## config.mk

```make
export PLATFORM = sky130hd
export DESIGN_NAME = multi_step_grader_flat
export DESIGN_NICKNAME = d
export VERILOG_FILES = /design/src/rtl/multi_step_grader_pkg.sv /design/src/rtl/multi_step_grader_if.sv /design/src/rtl/grader_sat_counter.sv /design/src/rtl/multi_step_grader.sv /design/src/flat_wrapper.sv
export SDC_FILE = /design/constraint.sdc
export NUM_CORES = 1
export LEC_CHECK = 0
export CORE_MARGIN = 2
export CORE_UTILIZATION = 45
export DETAILED_ROUTE_END_ITERATION = 8
export PLACE_DENSITY = 0.77
export SLEW_MARGIN = 20
export SYNTH_ARGS = -nofsm -noshare
export SYNTH_HDL_FRONTEND = slang
export SYNTH_SLANG_ARGS = --single-unit
export TNS_END_PERCENT = 10
```

## constraint.sdc

```tcl
create_clock -name clk -period 2.75 [get_ports clk]
set_clock_uncertainty 0.1 [all_clocks]
set_input_delay 0.6875 -clock clk [delete_from_list [all_inputs] [get_ports clk]]
set_output_delay 0.6875 -clock clk [all_outputs]
set_load 0.02 [all_outputs]
```

## src/rtl/multi_step_grader_pkg.sv

```systemverilog
// ----------------------------------------------------------------------------
// multi_step_grader_pkg
// Shared definitions for the multi-step grader:
//   - status bus encodings (ST_IDLE / ST_RUN / ST_REJ / ST_APR)
//   - FSM state enumeration
//   - clog2_min1(): $clog2 clamped to a minimum of 1 bit, so that counters
//     sized from parameters never collapse to zero-width vectors
// ----------------------------------------------------------------------------
package multi_step_grader_pkg;

    localparam logic [1:0] ST_IDLE = 2'b00;
    localparam logic [1:0] ST_RUN  = 2'b01;
    localparam logic [1:0] ST_REJ  = 2'b10;
    localparam logic [1:0] ST_APR  = 2'b11;

    typedef enum logic [1:0] {
        S_IDLE,
        S_RUN,
        S_REJECT,
        S_APPROVE
    } state_e;

    function automatic int clog2_min1(input int n);
        int w;
        w = $clog2(n);
        return (w < 1) ? 1 : w;
    endfunction

endpackage : multi_step_grader_pkg

```

## src/rtl/multi_step_grader_if.sv

```systemverilog
// ----------------------------------------------------------------------------
// multi_step_grader_if
// Bundles the grader's user-input and status-bus signals.
//   Parameters: STEP_W (width of step), CNT_W (width of the tallies)
//   Inputs to the grader : valid, pass, clear_cnt
//   Outputs of the grader: status[1:0], step, done, timed_out,
//                          approve_cnt, reject_cnt
//   modport master : the side that drives valid/pass/clear_cnt
//   modport slave  : the grader itself
// ----------------------------------------------------------------------------
interface multi_step_grader_if #(
    parameter int STEP_W = 1,
    parameter int CNT_W  = 4
);

    logic              valid;
    logic              pass;
    logic              clear_cnt;
    logic [1:0]        status;
    logic [STEP_W-1:0] step;
    logic              done;
    logic              timed_out;
    logic [CNT_W-1:0]  approve_cnt;
    logic [CNT_W-1:0]  reject_cnt;

    modport master (
        output valid, pass, clear_cnt,
        input  status, step, done, timed_out, approve_cnt, reject_cnt
    );

    modport slave (
        input  valid, pass, clear_cnt,
        output status, step, done, timed_out, approve_cnt, reject_cnt
    );

endinterface : multi_step_grader_if

```

## src/rtl/grader_sat_counter.sv

```systemverilog
// ----------------------------------------------------------------------------
// grader_sat_counter
// Saturating up-counter used for the verdict tallies.
//   clk    : system clock, rising edge
//   rst_n  : synchronous active-low reset
//   inc    : add one (ignored once the counter is at all-ones)
//   clr    : synchronous clear, takes priority over inc
//   count  : current count, WIDTH bits
// ----------------------------------------------------------------------------
module grader_sat_counter #(
    parameter int WIDTH = 4
) (
    input  logic             clk,
    input  logic             rst_n,
    input  logic             inc,
    input  logic             clr,
    output logic [WIDTH-1:0] count
);

    logic [WIDTH-1:0] count_q;

    // NOTE: state is updated with non-blocking assignments only, so every
    // flop samples the pre-edge values regardless of process ordering.
    always_ff @(posedge clk) begin
        if (!rst_n) begin
            count_q <= '0;
        end else if (clr) begin
            count_q <= '0;
        end else if (inc && (count_q != '1)) begin
            count_q <= count_q + 1'b1;
        end
    end

    assign count = count_q;

endmodule : grader_sat_counter

```

## src/rtl/multi_step_grader.sv

```systemverilog
// ----------------------------------------------------------------------------
// multi_step_grader
// After a start token, evaluates N_STEPS consecutive pass/fail checks and
// holds an APPROVED or REJECTED verdict on the status bus for HOLD_CYCLES
// cycles. Gaps (valid low) during a run either abort silently
// (ABORT_ON_GAP=1) or are tolerated until TIMEOUT consecutive gap cycles,
// which rejects with timed_out set. Verdicts are tallied in saturating
// counters that clear_cnt zeroes.
//   clk   : system clock, rising edge
//   rst_n : synchronous active-low reset
//   bus   : multi_step_grader_if.slave
//           in : valid, pass, clear_cnt
//           out: status, step, done, timed_out, approve_cnt, reject_cnt
// All outputs are registered.
// ----------------------------------------------------------------------------
module multi_step_grader
    import multi_step_grader_pkg::*;
#(
    parameter int N_STEPS      = 2,
    parameter int HOLD_CYCLES  = 1,
    parameter int ABORT_ON_GAP = 1,
    parameter int TIMEOUT      = 15,
    parameter int CNT_W        = 4
) (
    input  logic                clk,
    input  logic                rst_n,
    multi_step_grader_if.slave  bus
);

    localparam int STEP_W = clog2_min1(N_STEPS);
    localparam int GAP_W  = clog2_min1(TIMEOUT + 1);
    localparam int HOLD_W = clog2_min1(HOLD_CYCLES);

    localparam logic [STEP_W-1:0] STEP_LAST = STEP_W'(N_STEPS - 1);
    localparam logic [HOLD_W-1:0] HOLD_LAST = HOLD_W'(HOLD_CYCLES - 1);
    localparam logic [GAP_W-1:0]  GAP_LIMIT = GAP_W'(TIMEOUT);

    generate
        if (N_STEPS < 1 || HOLD_CYCLES < 1 || TIMEOUT < 1) begin : g_bad_param
            $error("multi_step_grader: N_STEPS, HOLD_CYCLES and TIMEOUT must be >= 1");
        end
    endgenerate

    state_e            state_q, state_d;
    logic [STEP_W-1:0] step_q, step_d;
    logic [GAP_W-1:0]  gap_q, gap_d;
    logic [HOLD_W-1:0] hold_q, hold_d;
    logic [1:0]        status_q, status_d;
    logic              done_q, done_d;
    logic              timed_out_q, timed_out_d;

    logic              timeout_hit;
    logic              approve_inc;
    logic              reject_inc;
    logic [GAP_W-1:0]  gap_inc;

    assign gap_inc = gap_q + 1'b1;

    // ------------------------------------------------------------------
    // State register (also registers the Moore outputs)
    // ------------------------------------------------------------------
    always_ff @(posedge clk) begin
        if (!rst_n) begin
            state_q     <= S_IDLE;
            step_q      <= '0;
            gap_q       <= '0;
            hold_q      <= '0;
            status_q    <= ST_IDLE;
            done_q      <= 1'b0;
            timed_out_q <= 1'b0;
        end else begin
            state_q     <= state_d;
            step_q      <= step_d;
            gap_q       <= gap_d;
            hold_q      <= hold_d;
            status_q    <= status_d;
            done_q      <= done_d;
            timed_out_q <= timed_out_d;
        end
    end

    // ------------------------------------------------------------------
    // Next-state logic
    // ------------------------------------------------------------------
    // NOTE: every signal written here gets a default first; a path that
    // leaves one unassigned would infer a latch.
    always_comb begin
        state_d     = state_q;
        step_d      = step_q;
        gap_d       = gap_q;
        hold_d      = hold_q;
        timeout_hit = 1'b0;

        unique case (state_q)
            S_IDLE: begin
                // pass is deliberately ignored on the start token
                if (bus.valid) begin
                    state_d = S_RUN;
                    step_d  = '0;
                    gap_d   = '0;
                end
            end

            S_RUN: begin
                if (bus.valid) begin
                    gap_d = '0;
                    if (!bus.pass) begin
                        state_d = S_REJECT;
                    end else if (step_q == STEP_LAST) begin
                        state_d = S_APPROVE;
                    end else begin
                        step_d = step_q + 1'b1;
                    end
                end else if (ABORT_ON_GAP != 0) begin
                    state_d = S_IDLE;
                    step_d  = '0;
                    gap_d   = '0;
                end else if (gap_inc == GAP_LIMIT) begin
                    // This gap sample is the TIMEOUT-th in a row
                    state_d     = S_REJECT;
                    timeout_hit = 1'b1;
                    gap_d       = '0;
                end else begin
                    gap_d = gap_inc;
                end
            end

            S_REJECT, S_APPROVE: begin
                // hold_q is zero on entry; inputs are ignored while holding
                if (hold_q == HOLD_LAST) begin
                    state_d = S_IDLE;
                    step_d  = '0;
                    hold_d  = '0;
                end else begin
                    hold_d = hold_q + 1'b1;
                end
            end

            default: begin
                state_d = S_IDLE;
                step_d  = '0;
                gap_d   = '0;
                hold_d  = '0;
            end
        endcase
    end

    // ------------------------------------------------------------------
    // Output logic (next values of the registered outputs)
    // ------------------------------------------------------------------
    always_comb begin
        approve_inc = (state_q == S_RUN) && (state_d == S_APPROVE);
        reject_inc  = (state_q == S_RUN) && (state_d == S_REJECT);
        done_d      = approve_inc || reject_inc;

        // Set on a timeout entry, then carried for the rest of the hold
        timed_out_d = (state_d == S_REJECT) &&
                      (timeout_hit || ((state_q == S_REJECT) && timed_out_q));

        unique case (state_d)
            S_IDLE:    status_d = ST_IDLE;
            S_RUN:     status_d = ST_RUN;
            S_REJECT:  status_d = ST_REJ;
            S_APPROVE: status_d = ST_APR;
            default:   status_d = ST_IDLE;
        endcase
    end

    // ------------------------------------------------------------------
    // Verdict tallies
    // ------------------------------------------------------------------
    grader_sat_counter #(
        .WIDTH (CNT_W)
    ) u_approve_cnt (
        .clk   (clk),
        .rst_n (rst_n),
        .inc   (approve_inc),
        .clr   (bus.clear_cnt),
        .count (bus.approve_cnt)
    );

    grader_sat_counter #(
        .WIDTH (CNT_W)
    ) u_reject_cnt (
        .clk   (clk),
        .rst_n (rst_n),
        .inc   (reject_inc),
        .clr   (bus.clear_cnt),
        .count (bus.reject_cnt)
    );

    assign bus.status    = status_q;
    assign bus.step      = step_q;
    assign bus.done      = done_q;
    assign bus.timed_out = timed_out_q;

endmodule : multi_step_grader

```

## src/flat_wrapper.sv

```systemverilog
// flat-port wrapper written by rule: the top's interface ports become plain ports
module multi_step_grader_flat import multi_step_grader_pkg::*;
#(
    parameter int N_STEPS      = 2,
    parameter int HOLD_CYCLES  = 1,
    parameter int ABORT_ON_GAP = 1,
    parameter int TIMEOUT      = 15,
    parameter int CNT_W        = 4
)
  (clk, rst_n, bus_valid, bus_pass, bus_clear_cnt, bus_status, bus_step, bus_done, bus_timed_out, bus_approve_cnt, bus_reject_cnt);
  multi_step_grader_if #(.STEP_W(1), .CNT_W(CNT_W)) bus_i ();
  input  logic clk;
  input  logic rst_n;
  input wire logic [$bits(bus_i.valid)-1:0] bus_valid;
  input wire logic [$bits(bus_i.pass)-1:0] bus_pass;
  input wire logic [$bits(bus_i.clear_cnt)-1:0] bus_clear_cnt;
  output wire logic [$bits(bus_i.status)-1:0] bus_status;
  output wire logic [$bits(bus_i.step)-1:0] bus_step;
  output wire logic [$bits(bus_i.done)-1:0] bus_done;
  output wire logic [$bits(bus_i.timed_out)-1:0] bus_timed_out;
  output wire logic [$bits(bus_i.approve_cnt)-1:0] bus_approve_cnt;
  output wire logic [$bits(bus_i.reject_cnt)-1:0] bus_reject_cnt;
  assign bus_i.valid = bus_valid;
  assign bus_i.pass = bus_pass;
  assign bus_i.clear_cnt = bus_clear_cnt;
  assign bus_status = bus_i.status;
  assign bus_step = bus_i.step;
  assign bus_done = bus_i.done;
  assign bus_timed_out = bus_i.timed_out;
  assign bus_approve_cnt = bus_i.approve_cnt;
  assign bus_reject_cnt = bus_i.reject_cnt;
  multi_step_grader #(.N_STEPS(N_STEPS), .HOLD_CYCLES(HOLD_CYCLES), .ABORT_ON_GAP(ABORT_ON_GAP), .TIMEOUT(TIMEOUT), .CNT_W(CNT_W)) u_core (.clk(clk), .rst_n(rst_n), .bus(bus_i));
endmodule
```

==> results of run 1 <==
==> through the flow <==
stage          hold slack (ns)  instance area, um^2  total power, uW
2_1_floorplan           0.4460                654.4            244.5
3_3_place_gp            0.3847                839.6            259.7
3_5_place_dp            0.3932                839.6            260.0
4_1_cts                 0.4048                867.1            382.2
5_1_grt                 0.4203                867.1            395.1
6_report                0.4007                867.1            376.7
==> kinds of logic (layout without fill, tap and decap cells) <==
logic type | count (synthesis) | in the layout | share of synthesized area [%]
AO/OA/AOI/OAI | 14 | 14 | 13.00
adder cells (fa/ha/maj) | 2 | 2 | 3.823
buffers and inverters | 2 | 22 | 1.146
flip-flops | 15 | 15 | 45.89
XOR/XNOR | 1 | 1 | 1.339
AND/OR/NAND/NOR | 35 | 35 | 34.22
other | 1 | 1 | 0.5731
==> state kept, by name, summed over array words and instances (netlist names) <==
| name | flops |
|---|---|
| u_core.bus.status | 2 |
| u_core.bus.timed_out | 1 |
| u_core.u_approve_cnt.count | 4 |
| u_core.bus.done | 1 |
| u_core.bus.step | 1 |
| u_core.u_reject_cnt.count | 4 |
| u_core.state_q | 2 |
==> per-layer routing <==
layer	routed length (um)	part of all wire, %
met1	604	50
met2	512	42
met5	0	0
met4	16	1.3
met3	72	6.0
==> synth_stat cells, drive strengths merged <==
cell / number / area (um^2)
a211oi: 2 / 15.01
inv: 1 / 3.750
and3: 3 / 20.02
a21oi: 6 / 30.03
nand3: 3 / 20.02
nand3b: 2 / 15.01
dfxtp: 15 / 300.3
ha: 2 / 25.02
or3: 2 / 12.51
nor2: 1 / 3.750
conb: 1 / 3.750
nor3: 8 / 40.04
xnor2: 1 / 8.760
o31ai: 2 / 15.01
buf: 1 / 3.750
and4bb: 1 / 12.51
nand4b: 1 / 8.760
nand2: 2 / 7.510
a41oi: 1 / 8.760
nor3b: 2 / 15.01
or4: 1 / 7.510
nand2b: 4 / 25.02
o21ai: 2 / 10.01
nor4: 1 / 6.260
nor2b: 3 / 18.77
a31oi: 1 / 6.260
nand4bb: 1 / 11.26
==> how the worst max path moves through the flow <==
stage | endpoint | slack, ns | cells past startpoint
after global routing | bus_approve_cnt[0] | 0.58 | 1
after floorplan | u_core.u_approve_cnt.count[0] | 1.17 | 3
after detailed placement | u_core.u_approve_cnt.count[0] | 0.45 | 4
after CTS | bus_reject_cnt[0] | 0.63 | 1
final | bus_reject_cnt[0] | 0.65 | 1
after global placement | u_core.u_approve_cnt.count[0] | 0.48 | 4
==> power by group through the flow <==
| stage | clock network (uW) | registers (uW) | logic (uW) |
|---|---|---|---|
| floorplan | 0 | 232 | 12.6 |
| global placement | 0 | 229 | 30.9 |
| detailed placement | 0 | 229 | 31.1 |
| CTS | 127 | 224 | 31.5 |
| global route | 136 | 224 | 34.3 |
| finish | 121 | 224 | 31.4 |
==> layout make-up <==
| class | instances | area [um^2] | share of cell area [%] |
|---|---|---|---|
| Inverter | 1 | 3.754 | 0.4329 |
| Multi-Input combinational cell | 53 | 346.6 | 39.97 |
| Clock buffer | 3 | 22.52 | 2.597 |
| Sequential cell | 15 | 300.3 | 34.63 |
| Tap cell | 15 | 18.77 | 2.165 |
| Timing Repair Buffer | 17 | 170.2 | 19.62 |
| Clock inverter | 1 | 5.005 | 0.5772 |
==> cell usage in the layout (no fill, tap or decap), types with 2 or more instances in the layout <==
cell type	n
nand2_1	2
clkbuf_4	3
nand2b_1	4
o21ai_0	2
nand3_1	2
o31ai_1	2
or3_1	2
clkdlybuf4s50_1	17
a211oi_1	2
nand3b_1	2
dfxtp_1	15
nor2b_1	3
nor3b_1	2
a21oi_1	6
and3_1	2
nor3_1	8
ha_1	2
==> out/qor.csv, run 1 <==
stage,metric,value,unit
run_status,status,finished clean,
global_route,number of global-route vias before repair,462,
clock_network,CTS tree,done,
sta,Final Hold Fails,0,
sta,f_max,0.4752,GHz
clock_network,clock tree buffer depth,2,
floorplanning,Die Span Y,42.14,um
worst_setup_path,WS Path Type,reg -> out,
worst_setup_path,CP required,1.96,ns
final_layout,Finished Layout Cells,105,
final_layout,final net count,98,
yosys,Syn Inst Count,70,
worst_hold_path,cell depth of the worst hold path,2,
floorplanning,Die W,42.14,um
yosys,synthesized area,654.4,um^2
clock_network,"CTS clk-pin slew, worst paths",0.08,ns
final_layout,Inserted Diodes,0,
global_route,Total GRT Usage,14.49,%
pwr,Seq pwr share,59.4,%
sta,post-route setup slack,0.6458,ns
clock_network,Clock Sinks,15,
sta,setup_tns,0,ns
final_layout,fill count,118,
drt,via count,574,
pwr,Sw Pwr,86.53,uW
drt,DRC,0,
drt,routed len/inst,11.49,um
worst_setup_path,Worst Path Buf+Inv,1,
placed_design,Detailed Place HPWL,861.2,um
clock_network,Worst-Skew Late Latency,0.28,ns
clock_network,hold buffer count at cts,0,
final_layout,share of cells above drive strength 1,7.778,%
sta,RSZ-0062 raised after global routing,no,
worst_setup_path,Crit Path Max Fanout,6,
yosys,syn_nets,77,
yosys,synthesized area per cell,9.348,um^2
global_route,met1 Track Usage GR,18.09,%
placed_design,dpl cells,101,
floorplanning,row count,13,
global_route,GRT met3 Usage,6.466,%
floorplanning,CORE AREA,1334,um^2
global_route,first-pass GRT wire length,1918,um
pwr,internal power,290.2,uW
pwr,Worst VDD drop,0.0002747,V
placed_design,Port Buffers,17,
placed_design,pre-CTS setup slack,0.4544,ns
floorplanning,die area,1775,um^2
worst_setup_path,Worst Reg2Reg Path Length in Cells,4,
worst_setup_path,Worst path top cell family by delay,buffers and inverters,
sta,# setup viols final,0,
final_layout,layout overhead on the synthesized area,32.50,%
floorplanning,Initial Utilization,49.06,%
worst_setup_path,"Arr. time, crit path",1.32,ns
final_layout,Final Core Density,65.01,%
yosys,count of state elements after synthesis,15,
drt,DRT Pass-1 Iters,4,
worst_setup_path,CP max stage cell,clkdlybuf4s50_1,
clock_network,Setup Buffers After CTS,0,
worst_setup_path,Setup crit start,u_core.u_reject_cnt.count[0],
worst_setup_path,Critical R2R Launch,u_core.u_approve_cnt.count[0],
global_route,grt ovf,0,
placed_design,routability cong.,0.7457,
sta,Final Max Slew Viols,0,
pwr,PD cells,434.5,nW/um^2
worst_setup_path,Critical Path Start Type,flop,
worst_hold_path,Hold/Removal Path Class,reg -> reg,
drt,Detailed Route Iter0 Violations,7,
pwr,switching power share of the total,22.97,%
pwr,combinational share of power,8.3,%
drt,Antenna Nets Post-Route,0,
pwr,Clock Power Share,32.2,%
floorplanning,I/O Pins,18,
worst_setup_path,crit end category,primary output,
worst_setup_path,r2r setup slk,1.23,ns
sta,Final min period,2.104,ns
worst_setup_path,crit-path cells,clkdlybuf4s50_1,
clock_network,H-tree lvl count,1,
yosys,Unique masters post-synth,29,
sta,Tcrit/Tclk final,76.52,%
global_route,initial antenna violation count,0,
clock_network,TritonCTS Buffers,3,
worst_setup_path,Crit path largest cell delay,0.63,ns
worst_hold_path,Hold Crit Endpoint,u_core.u_approve_cnt.count[3],
global_route,largest net degree at the start of global routing,10,
worst_setup_path,reg2reg end,u_core.u_approve_cnt.count[0],
yosys,synth warn,0,
clock_network,Resized Gates After CTS,0,
clock_network,Root Driver,clkbuf_4,
worst_hold_path,worst hold start,u_core.u_approve_cnt.count[3],
drt,total detailed-routing wirelength,1206,um
drt,via density per instance,5.467,
global_route,Most Crowded Layer GR,met2,
pwr,Leak,0.0002881,uW
global_route,M2 GR Usage,21.88,%
job,Max-Cap Viols,0,
yosys,post-synthesis sequential area ratio,45.89,%
Note: power is estimated with default switching activity, not from simulation.
==> run 2, diff against run 1 <==
--- a/config.mk
+++ b/config.mk
@@ -6,9 +6,9 @@
 export NUM_CORES = 1
 export LEC_CHECK = 0
 export CORE_MARGIN = 2
-export CORE_UTILIZATION = 45
+export CORE_UTILIZATION = 40
 export DETAILED_ROUTE_END_ITERATION = 8
-export PLACE_DENSITY = 0.77
+export PLACE_DENSITY = 0.72
 export SLEW_MARGIN = 20
 export SYNTH_ARGS = -nofsm -noshare
 export SYNTH_HDL_FRONTEND = slang
==> constraint.sdc (replaced) <==
create_clock -name clk -period 1.8 [get_ports clk]
set_clock_uncertainty 0.1 [all_clocks]
set_input_delay 0.45 -clock clk [delete_from_list [all_inputs] [get_ports clk]]
set_output_delay 0.45 -clock clk [all_outputs]
set_load 0.02 [all_outputs]
==> out/qor.csv, run 2 (same netlist as run 1, synthesis figures left out) <==
stage,metric,value,unit,change
run_status,status,finished clean,,unchanged
clock_network,Resized Gates After CTS,9,,was 0
sta,Tcrit/Tclk final,97.50,%,
sta,# setup viols final,0,,unchanged
global_route,initial antenna violation count,0,,unchanged
global_route,first-pass GRT wire length,2346,um,was 1918 um
sta,Final Hold Fails,0,,unchanged
clock_network,hold buffer count at cts,0,,unchanged
worst_setup_path,Crit path largest cell delay,0.60,ns,was 0.63 ns
pwr,Final Total Pwr,585.3,uW,was 376.7 uW
job,Max-Cap Viols,0,,unchanged
placed_design,dpl cells,107,,was 101
worst_setup_path,WS Path Type,reg -> out,,unchanged
worst_setup_path,CP required,1.25,ns,was 1.96 ns
placed_design,DP Area,878.3,um^2,was 839.6 um^2
clock_network,clock tree buffer depth,2,,unchanged
floorplanning,I/O Pins,18,,unchanged
pwr,PD cells,655.1,nW/um^2,was 434.5 nW/um^2
global_route,number of global-route vias before repair,576,,was 462
pwr,Worst VDD drop,0.0005134,V,was 0.0002747 V
drt,Antenna Nets Post-Route,0,,unchanged
global_route,grt ovf,0,,unchanged
worst_setup_path,CP max stage cell,clkdlybuf4s50_1,,unchanged
clock_network,Clock Sinks,15,,unchanged
clock_network,Worst-Skew Late Latency,0.28,ns,about the same
floorplanning,CORE AREA,1524,um^2,was 1334 um^2
worst_setup_path,Worst path top cell family by delay,buffers and inverters,,unchanged
sta,f_max,0.5698,GHz,
worst_setup_path,crit end category,primary output,,unchanged
worst_setup_path,Worst Path Buf+Inv,1,,unchanged
sta,Final Max Slew Viols,0,,unchanged
worst_setup_path,Crit Path Max Fanout,1,,was 6
final_layout,"commonest non-fill, non-tap cells in the layout","15 x dfxtp_1, 9 x dlygate4sd2_1, 8 x nor3_1, 8 x clkdlybuf4s50_1, 6 x a21oi_1",,"was 17 x clkdlybuf4s50_1, 15 x dfxtp_1, 8 x nor3_1, 6 x a21oi_1, 4 x nand2b_1"
floorplanning,row count,14,,was 13
drt,total detailed-routing wirelength,1334,um,was 1206 um
worst_hold_path,Hold/Removal Path Class,reg -> reg,,unchanged
final_layout,Finished Layout Cells,111,,was 105
placed_design,routability cong.,0.7806,,was 0.7457
worst_setup_path,crit-path cells,clkdlybuf4s50_1,,unchanged
clock_network,H-tree lvl count,1,,unchanged
final_layout,Final Core Density,58.62,%,was 65.01%
sta,Final min period,1.755,ns,
final_layout,fill count,144,,was 118
final_layout,layout overhead on the synthesized area,36.52,%,was 32.50%
final_layout,Inserted Diodes,0,,unchanged
floorplanning,Initial Utilization,42.94,%,was 49.06%
pwr,Leak,0.0003516,uW,was 0.0002881 uW
worst_setup_path,"Arr. time, crit path",1.20,ns,was 1.32 ns
drt,DRC,0,,unchanged
clock_network,Root Driver,clkbuf_4,,unchanged
clock_network,"CTS clk-pin slew, worst paths",0.09,ns,was 0.08 ns
placed_design,Port Buffers,17,,unchanged
floorplanning,die area,1975,um^2,was 1775 um^2
sta,worst hold slack,0.4121,ns,was 0.4007 ns
clock_network,TritonCTS Buffers,3,,unchanged
clock_network,Setup Buffers After CTS,0,,unchanged
sta,RSZ-0062 raised after global routing,no,,unchanged
drt,routed len/inst,12.02,um,was 11.49 um
final_layout,"most common cell after layout, fill and taps aside",dfxtp_1,,was clkdlybuf4s50_1
global_route,Total GRT Usage,16.16,%,was 14.49%
drt,via count,597,,was 574
drt,DRT Pass-1 Iters,3,,was 4
floorplanning,Die Span Y,44.45,um,was 42.14 um
final_layout,fin area,893.4,um^2,was 867.1 um^2
drt,Detailed Route Iter0 Violations,13,,was 7
global_route,largest net degree at the start of global routing,9,,was 10
placed_design,Detailed Place HPWL,1003,um,was 861.2 um
clock_network,CTS tree,done,,unchanged
worst_setup_path,Critical Path Start Type,flop,,unchanged
floorplanning,Die W,44.45,um,was 42.14 um
final_layout,share of cells above drive strength 1,11.58,%,was 7.778%
drt,via density per instance,5.378,,was 5.467
final_layout,final net count,103,,was 98
run 2: cell count changes in the layout (fill, tap and decap cells not counted):
cell             change
buf_4                +5
dlygate4sd2_1        +9
clkbuf_1             +1
clkdlybuf4s50_1      -9
clkinv_2             -1
run 2: layout make-up:
cell class                 instances  area (um^2)  area share, %
tap                               16        20.02          2.241
sequential                        15        300.3          33.61
inverter                           1        3.754         0.4202
timing repair buffer              22        196.4          21.99
multi-input combinational         53        346.6          38.80
clock buffer                       4        26.28          2.941
run 2: stage by stage:
stage / setup TNS, ns / setup WS, ns
6_report: 0 / 0.04507
5_1_grt: 0 / 0.007572
4_1_cts: 0 / 0.03301
3_5_place_dp: -0.4595 / -0.1574
3_3_place_gp: -0.2409 / -0.1101
2_1_floorplan: 0 / 0.2812
run 2: where the power goes:
part / total (uW) / switching, uW / internal (uW)
combinational: 53.9 / 25.6 / 28.3
clock: 189 / 103 / 86.0
sequential: 342 / 4.72 / 337
run 2: worst paths after layout:
kind	end	slack (ns)	start	depth (start not counted)
worst min register to register	u_core.u_approve_cnt.count[3]	0.41	u_core.u_approve_cnt.count[3]	2
worst min-delay path	u_core.u_approve_cnt.count[3]	0.41	u_core.u_approve_cnt.count[3]	2
worst max register to register	u_core.u_approve_cnt.count[0]	0.26	u_core.u_approve_cnt.count[0]	4
worst max-delay path	bus_done	0.05	u_core.bus.done	1
run 2: routing by layer:
layer  part of all wire [%]  up-vias  track usage, %
li1                       -      310               -
met1                     50      275           21.66
met2                     46       10           24.12
met3                    3.1        2           2.449
met4                   0.67        0           10.30
met5                      0        -               0
==> patch: new RTL, settings of run 1 <==
`ABORT_ON_GAP` is set to 1 in 2 places; all go to 0. Comments in the files are not updated.
--- a/src/rtl/multi_step_grader.sv
+++ b/src/rtl/multi_step_grader.sv
@@ -18,7 +18,7 @@
 #(
     parameter int N_STEPS      = 2,
     parameter int HOLD_CYCLES  = 1,
-    parameter int ABORT_ON_GAP = 1,
+    parameter int ABORT_ON_GAP = 0,
     parameter int TIMEOUT      = 15,
     parameter int CNT_W        = 4
 ) (
--- a/src/flat_wrapper.sv
+++ b/src/flat_wrapper.sv
@@ -3,7 +3,7 @@
 #(
     parameter int N_STEPS      = 2,
     parameter int HOLD_CYCLES  = 1,
-    parameter int ABORT_ON_GAP = 1,
+    parameter int ABORT_ON_GAP = 0,
     parameter int TIMEOUT      = 15,
     parameter int CNT_W        = 4
 )
Formal check against the unedited RTL: not equivalent (a bounded check fails within 4 cycles, from zero or initial values and one cycle with rst_n low).
==> patch against run 1 <==
Final area grew 47%; setup slack lost 160 ps; global-route usage grew 2.5 points; power grew 28%; area after synthesis grew 63%; routed wire length grew 68%; critical endpoint is now u_core.u_reject_cnt.count[3]$_SDFFE_PP0P_; cell count grew 55%; sequential cell count grew 4; count of clock-buffer cells in the layout is the same.
==> patch: results (changes against run 1) <==
[run_status]
status = complete, no violations

[setup_path]
cp_max_fo = 10  ; +4
crit_arrival_ps = 2360  ; +1040 ps
cp_slowest_stage_delay_ps = 690  ; +60 ps
endpoint = u_core.u_reject_cnt.count[3]$_SDFFE_PP0P_
critPathCaptureType = flip-flop
cp-startpoint = bus_valid
rrSetupSlack_ps = 950  ; -280 ps
reg2regPathDepth = 7  ; +3

[drt]
drt_iter0_markers = 19  ; +12
wl_met1_um = 941  ; +56%
dr_total_vias = 907  ; +58%
wirelength_mm = 2.03  ; +68%
dr_wl_met2_um = 966  ; +89%
vias_per_cell = 5.56  ; +1.8%

[grt]
grt_use_met1 = 0.206  ; +0.0254
grt_pass1_vias = 816  ; +77%
grtUsageTotal = 0.170  ; +0.0249
grtUsageMet3 = 0.0371  ; -0.0275
grtUsageMet2 = 0.290  ; +0.0708
grt_pass1_wl_mm = 3.47  ; +81%
grt_max_degree = 12  ; +2

[yosys]
synth_nets = 125  ; +62%
synth_top_cells_by_area = dfxtp_1 (36%), nand2_1 (5.3%), ha_1 (4.7%)
syn_avg_cell_area_um2 = 9.18  ; -1.8%
ys_types = 39  ; +34%
synth_seq_area_share = 0.357  ; -0.102

[power_and_ir_drop]
ir_worst_vdd_v = 0.000258  ; -6.1%
cellLeakagePower_nw = 0.466  ; +62%

[worst_hold_path]
holdCritStartpoint = u_core.gap_q[2]$_SDFFE_PN0P_
hold_end = u_core.gap_q[2]$_SDFFE_PN0P_
holdPathStages = 2  ; unchanged

[clock_network]
cts_sinks = 19  ; +4
insertion_delay_ps = 300  ; +20 ps
clk_pin_slew_ps = 110  ; +30 ps

[final_layout]
multi_input_area_um2 = 641  ; +85%
area_share_nonclk_buffers = 0.134  ; -0.0625
fill_cells = 215  ; +82%
regArea_um2 = 380  ; +27%
multi_input_cells = 90  ; +70%
drive_above_1_share = 0.111  ; +0.0333
inverters = 5  ; +4
clk_share = 0.0216  ; -0.0101
area_growth_pct = 19.5

[place]
dpl_cell_area_mm2 = 0.00124  ; +48%
place_ws_ps = 179  ; -276 ps
routabilityCongestion = 0.784  ; +5.1%
port_buffers = 17  ; unchanged

[timing]
max_freq_mhz = 441  ; -7.2%
holdWs_ps = 453  ; +51.9 ps

[floorplan]
core_mm2 = 0.00223  ; +67%

patch: cell types whose count changed in the layout (fill, tap and decap cells not counted), sizes merged, moves of 3 or more:
cell and delta:
nor3 -6, o21ai +8, inv +4, dfxtp +4
o21a +3, nand2 +13, nor2 +10, o2111a +4
patch: logic make-up after synthesis:
kind of cell    after synthesis  synth area share
compound gates               32             0.243
xor+xnor                      3            0.0247
fa+ha+maj                     4            0.0470
buf+inv                       7            0.0411
flops                        19             0.357
mux                           1           0.00940
simple gates                 50             0.277
patch: report_power, final:
group	internal (mW)	switching, mW
Combinational	0.0233	0.0268
Clock	0.0542	0.0879
Sequential	0.281	0.00812
Total	0.359	0.123
patch: worst reg2reg max path, delay by kind of cell (launching register included):
| family | cells | cell delay (ps) |
|---|---|---|
| DFF | 1 | 430 |
| AOI/OAI and AO/OA | 3 | 560 |
| buffers and inverters | 1 | 90 |
| adders and majority gates | 1 | 260 |
| and+or+nand+nor | 2 | 300 |
